### src/rtl/pipe_pkg.sv
// Shared types for the ID/EX pipeline register.
// Control bundle layout, bubble constant and mul detection.
package pipe_pkg;

   localparam int CTRL_W = 20;

   typedef struct packed {
      logic [1:0] pc_src;
      logic       branch;
      logic       reg_write;
      logic [1:0] reg_dst;
      logic       mem_read;
      logic       mem_write;
      logic [1:0] mem_to_reg;
      logic       alu_src1;
      logic       alu_src2;
      logic       ext_op;
      logic       lu_op;
      logic [3:0] alu_op;
      logic [1:0] spare;
   } ctrl_t;

   localparam logic [2:0] ALUOP_MUL = 3'b110;

   localparam logic [1:0] MEMTOREG_ALU = 2'b00;
   localparam logic [1:0] MEMTOREG_MEM = 2'b01;
   localparam logic [1:0] MEMTOREG_PC4 = 2'b10;

   localparam ctrl_t BUBBLE_CTRL = '0;

   typedef struct packed {
      logic        valid;
      logic [31:0] pc4;
      logic [31:0] rs_data;
      logic [31:0] rt_data;
      logic [31:0] imm;
      logic [4:0]  rs;
      logic [4:0]  rt;
      logic [4:0]  rd;
      logic [4:0]  shamt;
      ctrl_t       ctrl;
   } id_ex_t;

   localparam id_ex_t BUBBLE = '0;

   typedef enum logic {
      IDLE,
      MUL_HOLD
   } hold_state_t;

   function automatic logic is_mul(input ctrl_t c);
      return c.alu_op[2:0] == ALUOP_MUL;
   endfunction

endpackage

### src/rtl/hazard_detect.sv
// Load-use hazard check between the load in EX
// and the instruction currently in ID.
module hazard_detect (
   input  logic       ex_valid,
   input  logic       ex_mem_read,
   input  logic [4:0] ex_rt,
   input  logic       id_valid,
   input  logic [4:0] id_rs,
   input  logic [4:0] id_rt,
   input  logic       id_alu_src2,
   input  logic       id_mem_write,
   output logic       load_use
);

   logic rs_hit;
   logic rt_hit;

   assign rs_hit = id_rs == ex_rt;
   // rt is a source only for R-type ops and as store data
   assign rt_hit = (id_rt == ex_rt) & (~id_alu_src2 | id_mem_write);

   assign load_use = ex_valid & ex_mem_read & (ex_rt != 5'd0)
                   & id_valid & (rs_hit | rt_hit);

endmodule

### src/rtl/id_ex_pipe.sv
// ID/EX pipeline register with load-use bubbles,
// multi-cycle mul hold and branch/jump flush.
module id_ex_pipe
   import pipe_pkg::*;
#(
   parameter int MUL_LAT = 3,
   parameter int CNT_W   = 2
) (
   input  logic        clk,
   input  logic        reset,
   input  logic        id_valid,
   input  logic [31:0] id_pc4,
   input  logic [31:0] id_rs_data,
   input  logic [31:0] id_rt_data,
   input  logic [4:0]  id_rs,
   input  logic [4:0]  id_rt,
   input  logic [4:0]  id_rd,
   input  logic [4:0]  id_shamt,
   input  logic [31:0] id_imm,
   input  logic [19:0] id_ctrl,
   input  logic        flush,
   output logic        ex_valid,
   output logic [31:0] ex_pc4,
   output logic [31:0] ex_rs_data,
   output logic [31:0] ex_rt_data,
   output logic [31:0] ex_imm,
   output logic [4:0]  ex_rs,
   output logic [4:0]  ex_rt,
   output logic [4:0]  ex_rd,
   output logic [4:0]  ex_shamt,
   output logic [19:0] ex_ctrl,
   output logic        stall_if_id,
   output logic        mul_busy
);

   id_ex_t      ex_q;
   id_ex_t      id_cap;
   hold_state_t state;
   logic [CNT_W-1:0] cnt;
   logic        load_use;
   logic        mul_start;

   // Live ID fields as they would be latched into EX
   always_comb begin
      id_cap         = BUBBLE;
      id_cap.valid   = id_valid;
      id_cap.pc4     = id_pc4;
      id_cap.rs_data = id_rs_data;
      id_cap.rt_data = id_rt_data;
      id_cap.imm     = id_imm;
      id_cap.rs      = id_rs;
      id_cap.rt      = id_rt;
      id_cap.rd      = id_rd;
      id_cap.shamt   = id_shamt;
      id_cap.ctrl    = ctrl_t'(id_ctrl);
   end

   hazard_detect u_hazard (
      .ex_valid     (ex_q.valid),
      .ex_mem_read  (ex_q.ctrl.mem_read),
      .ex_rt        (ex_q.rt),
      .id_valid     (id_valid),
      .id_rs        (id_rs),
      .id_rt        (id_rt),
      .id_alu_src2  (id_cap.ctrl.alu_src2),
      .id_mem_write (id_cap.ctrl.mem_write),
      .load_use     (load_use)
   );

   assign mul_start = id_valid & is_mul(id_cap.ctrl) & (MUL_LAT > 1);

   // EX register and mul hold FSM; flush beats hold beats bubble
   always_ff @(posedge clk or posedge reset) begin
      if (reset) begin
         ex_q  <= BUBBLE;
         cnt   <= '0;
         state <= IDLE;
      end else if (flush) begin
         ex_q  <= BUBBLE;
         cnt   <= '0;
         state <= IDLE;
      end else if (state == MUL_HOLD) begin
         cnt <= cnt - 1'b1;
         if (cnt == CNT_W'(1)) state <= IDLE;
      end else if (load_use) begin
         ex_q <= BUBBLE;
      end else begin
         ex_q <= id_cap;
         if (mul_start) begin
            cnt   <= CNT_W'(MUL_LAT - 1);
            state <= MUL_HOLD;
         end
      end
   end

   assign mul_busy    = state == MUL_HOLD;
   assign stall_if_id = ~flush & (mul_busy | load_use);

   assign ex_valid   = ex_q.valid;
   assign ex_pc4     = ex_q.pc4;
   assign ex_rs_data = ex_q.rs_data;
   assign ex_rt_data = ex_q.rt_data;
   assign ex_imm     = ex_q.imm;
   assign ex_rs      = ex_q.rs;
   assign ex_rt      = ex_q.rt;
   assign ex_rd      = ex_q.rd;
   assign ex_shamt   = ex_q.shamt;
   assign ex_ctrl    = ex_q.ctrl;

endmodule

### config.mk
export PLATFORM = sky130hd
export DESIGN_NAME = id_ex_pipe
export DESIGN_NICKNAME = d
export VERILOG_FILES = /design/src/rtl/pipe_pkg.sv /design/src/rtl/hazard_detect.sv /design/src/rtl/id_ex_pipe.sv
export SDC_FILE = /design/constraint.sdc
export NUM_CORES = 1
export LEC_CHECK = 0
export BUFFER_PORTS_ARGS = -buffer_cell sky130_fd_sc_hd__buf_4
export CORE_AREA = 2 2 132 134
export CTS_CLUSTER_SIZE = 12
export DETAILED_ROUTE_END_ITERATION = 6
export DIE_AREA = 0 0 134 136
export PLACE_DENSITY = 0.67
export SLEW_MARGIN = 20
export SYNTH_ARGS = -nofsm -noshare
export SYNTH_HDL_FRONTEND = slang
export SYNTH_SLANG_ARGS = --single-unit
### constraint.sdc
create_clock -name clk -period 8 [get_ports clk]
set_clock_uncertainty 0.1 [all_clocks]
set_input_delay 0 -clock clk [delete_from_list [all_inputs] [get_ports clk]]
set_output_delay 0 -clock clk [all_outputs]
set_load 0.01 [all_outputs]
==> metrics <==
status=finished clean; FF-to-FF End=ex_rs_data[10]$_DFFE_PP0P_; RSZ-0062 raised after global routing=false; port buffer count=342; achievable frequency=335.0 MHz; startpoint type of the worst setup path=flip-flop; Crit path largest cell delay=850 ps; via count=5,847; warnings from Yosys=0; Core Box Area=16,880 um^2; Cell Chain, Critical Path=xnor2_1 > o21ai_1 > o22ai_2 > a21oi_4 > buf_4 > a22o_1; Clock transition at path regs=60 ps; # IOs=343; # clock sinks=172; Hold Crit Start=id_rs_data[16]; DR pass1 iterations=4; final instance area=11,220 um^2; first-pass GRT wire length=33,730 um; post-route ant nets=0; Synth top area share=69.13%; grt ovf=0; std cell rows=48; vias per inst=5.058; WP data required=8240 ps; htree depth=4; CTS tree=done; largest net degree at the start of global routing=110; GP Congestion=0.7733; Clock Tree Buf Depth=2; cell family with the largest share of critical-path delay=compound AO/OA/AOI/OAI gates; slew margin rel.=35.78%; Leakage=0.005560 uW; Syn Nets=591; setup violators final=0; cell count along the critical path=6; HPWL after DPL=13,030 um; initial core utilization=36.89%; GRT Total Usage=23.80%; Tcrit/Tclk final=37.32%; flop-to-flop setup slack=5010 ps; final hold vios=0; r2r startpoint=ex_rt[2]$_DFFE_PP0P_; CTS Buf Count=17; buffers plus inverters on the worst setup path=1; slowest CP cell=buf_4; largest cells by area after synthesis=dfrtp_1 (69%), a22o_1 (24%), xnor2_1 (1.5%), buf_2 (1.4%), clkbuf_1 (1.1%); number of global-route vias before repair=6,319; Final nets=1,091; peak supply drop=0.1389 mV; commonest non-fill, non-tap cells in the layout=buf_4 (347), dfrtp_1 (172), dlygate4sd3_1 (172), a22o_1 (169), clkbuf_16 (17); arrival time worst endpoint=3230 ps; Sum Neg Setup Slack=0 ps; Die ar.=18,220 um^2; synthesized area per cell=14.89 um^2; die span in x=134 um; Worst Setup Path Type=reg2reg; Hold Path Stages=3; share of post-route cells with drive strength above 1=40.80%; pwr/cell area=186.7 nW/um^2; Synth Cell Area=6226 um^2; WL per Instance=18.93 um; worst hold endpoint=ex_rs_data[16]$_DFFE_PP0P_; Clock Latency Late Sink=420 ps; fillers=1,177; final core utilization=66.49%; clock root cell=clkbuf_16; Area Overhead vs Synth=80.23%; Post-Route WL=21,880 um; worst reg2reg path depth=6; Max Cap Violations=0; crit end category=flip-flop; Post-DP Area=8954 um^2; HP Class=in2reg; Multi-input gate area=1743 um^2; Seq cells post-synth=172; Final min period=2985 ps; Slew Viols, Final=0; DRC errors left=0; worst-path fanout max=89; Chip Height=136 um; post-synth top area cell=dfrtp_1; measured slew at the worst slew-check pin=963.3 ps; DRT iter0 DRCs=296; post-synth cell types=24; commonest non-fill, non-tap cell in the layout=buf_4; initial antenna violation count=1; sequential area share after synthesis=69.13%; Register Area=4304 um^2; Synth Instances=418
==> synth_stat cells (all sizes together) <==
cell / count
ha: 1
a22o: 169
a31o: 1
o22ai: 1
nor3: 1
a311oi: 1
a32o: 1
o21ai: 2
or2: 1
xnor2: 11
nand3b: 1
nand2: 3
inv: 4
nand4: 1
nor2: 3
a21oi: 3
clkbuf: 19
dfrtp: 172
nand3: 2
buf: 19
nor2b: 2
==> state kept, by name (all words and copies together) (netlist names) <==
signal	flops
ex_rs_data	32
ex_rt_data	32
ex_rs	5
ex_pc4	32
cnt	2
ex_valid	1
mul_busy	1
ex_imm	32
ex_ctrl	20
ex_shamt	5
ex_rt	5
ex_rd	5
==> where the power goes <==
part,internal (uW),switching [uW],total [uW]
logic,221,148,369
registers,924,37.5,961
clock network,436,330,765
==> how the worst max path moves through the flow <==
stage / from / endpoint
after global routing: ex_rt[3]$_DFFE_PP0P_ / ex_rs_data[10]$_DFFE_PP0P_
after global placement: ex_rt[3]$_DFFE_PP0P_ / ex_rs_data[10]$_DFFE_PP0P_
after CTS: ex_rt[0]$_DFFE_PP0P_ / ex_rs_data[21]$_DFFE_PP0P_
after detailed placement: ex_rt[0]$_DFFE_PP0P_ / ex_rs_data[21]$_DFFE_PP0P_
final: ex_rt[2]$_DFFE_PP0P_ / ex_rs_data[10]$_DFFE_PP0P_
after floorplan: reset / cnt[0]$_DFFE_PP0P_
==> layer usage <==
layer	part of all wire [%]	vias up	GRT usage (%)
li1	-	2600	-
met1	39	2939	28.17
met2	52	260	40.91
met3	6.2	48	6.339
met4	3.2	0	10.52
met5	0	-	0
==> tightest hold or removal path: stages <==
cell and delay [ps]:
dlygate4sd3_1 530, buf_4 100, a22o_1 110
==> what timing repair did <==
action	in CTS	in global routing
setup endpoints to repair	0	0
resized for setup	0	0
hold buffers	172	0
buffers inserted	0	0
endpoints found under the hold margin	280	0
==> cell families after synthesis <==
logic type,count (synthesis),synth area share (%)
compound gates,178,25.00
flops,172,69.13
buf+inv,42,2.994
simple gates,14,1.125
xor+xnor,11,1.547
fa+ha+maj,1,0.2009
==> metrics by stage <==
step                instances  hold WS [ps]  setup slack (ps)  total power, uW
finish                   1156         245.2              5015             2095
global route             1155         235.1              4791             2174
CTS                      1154         218.4              5074             2105
detailed placement        952         119.7              5083             1269
global placement          952         108.9              5190             1261
floorplan                 418        -52.47              3240             1089
==> layout make-up <==
cell class | count | share of cell area (%)
Antenna cell | 2 | 0.04460
Clock buffer | 25 | 4.505
Clock inverter | 5 | 0.3122
Inverter | 4 | 0.1784
Multi-Input combinational cell | 204 | 15.53
Sequential cell | 172 | 38.36
Tap cell | 225 | 2.509
Timing Repair Buffer | 519 | 38.56
No activity file was read; power rests on OpenSTA's default activity.
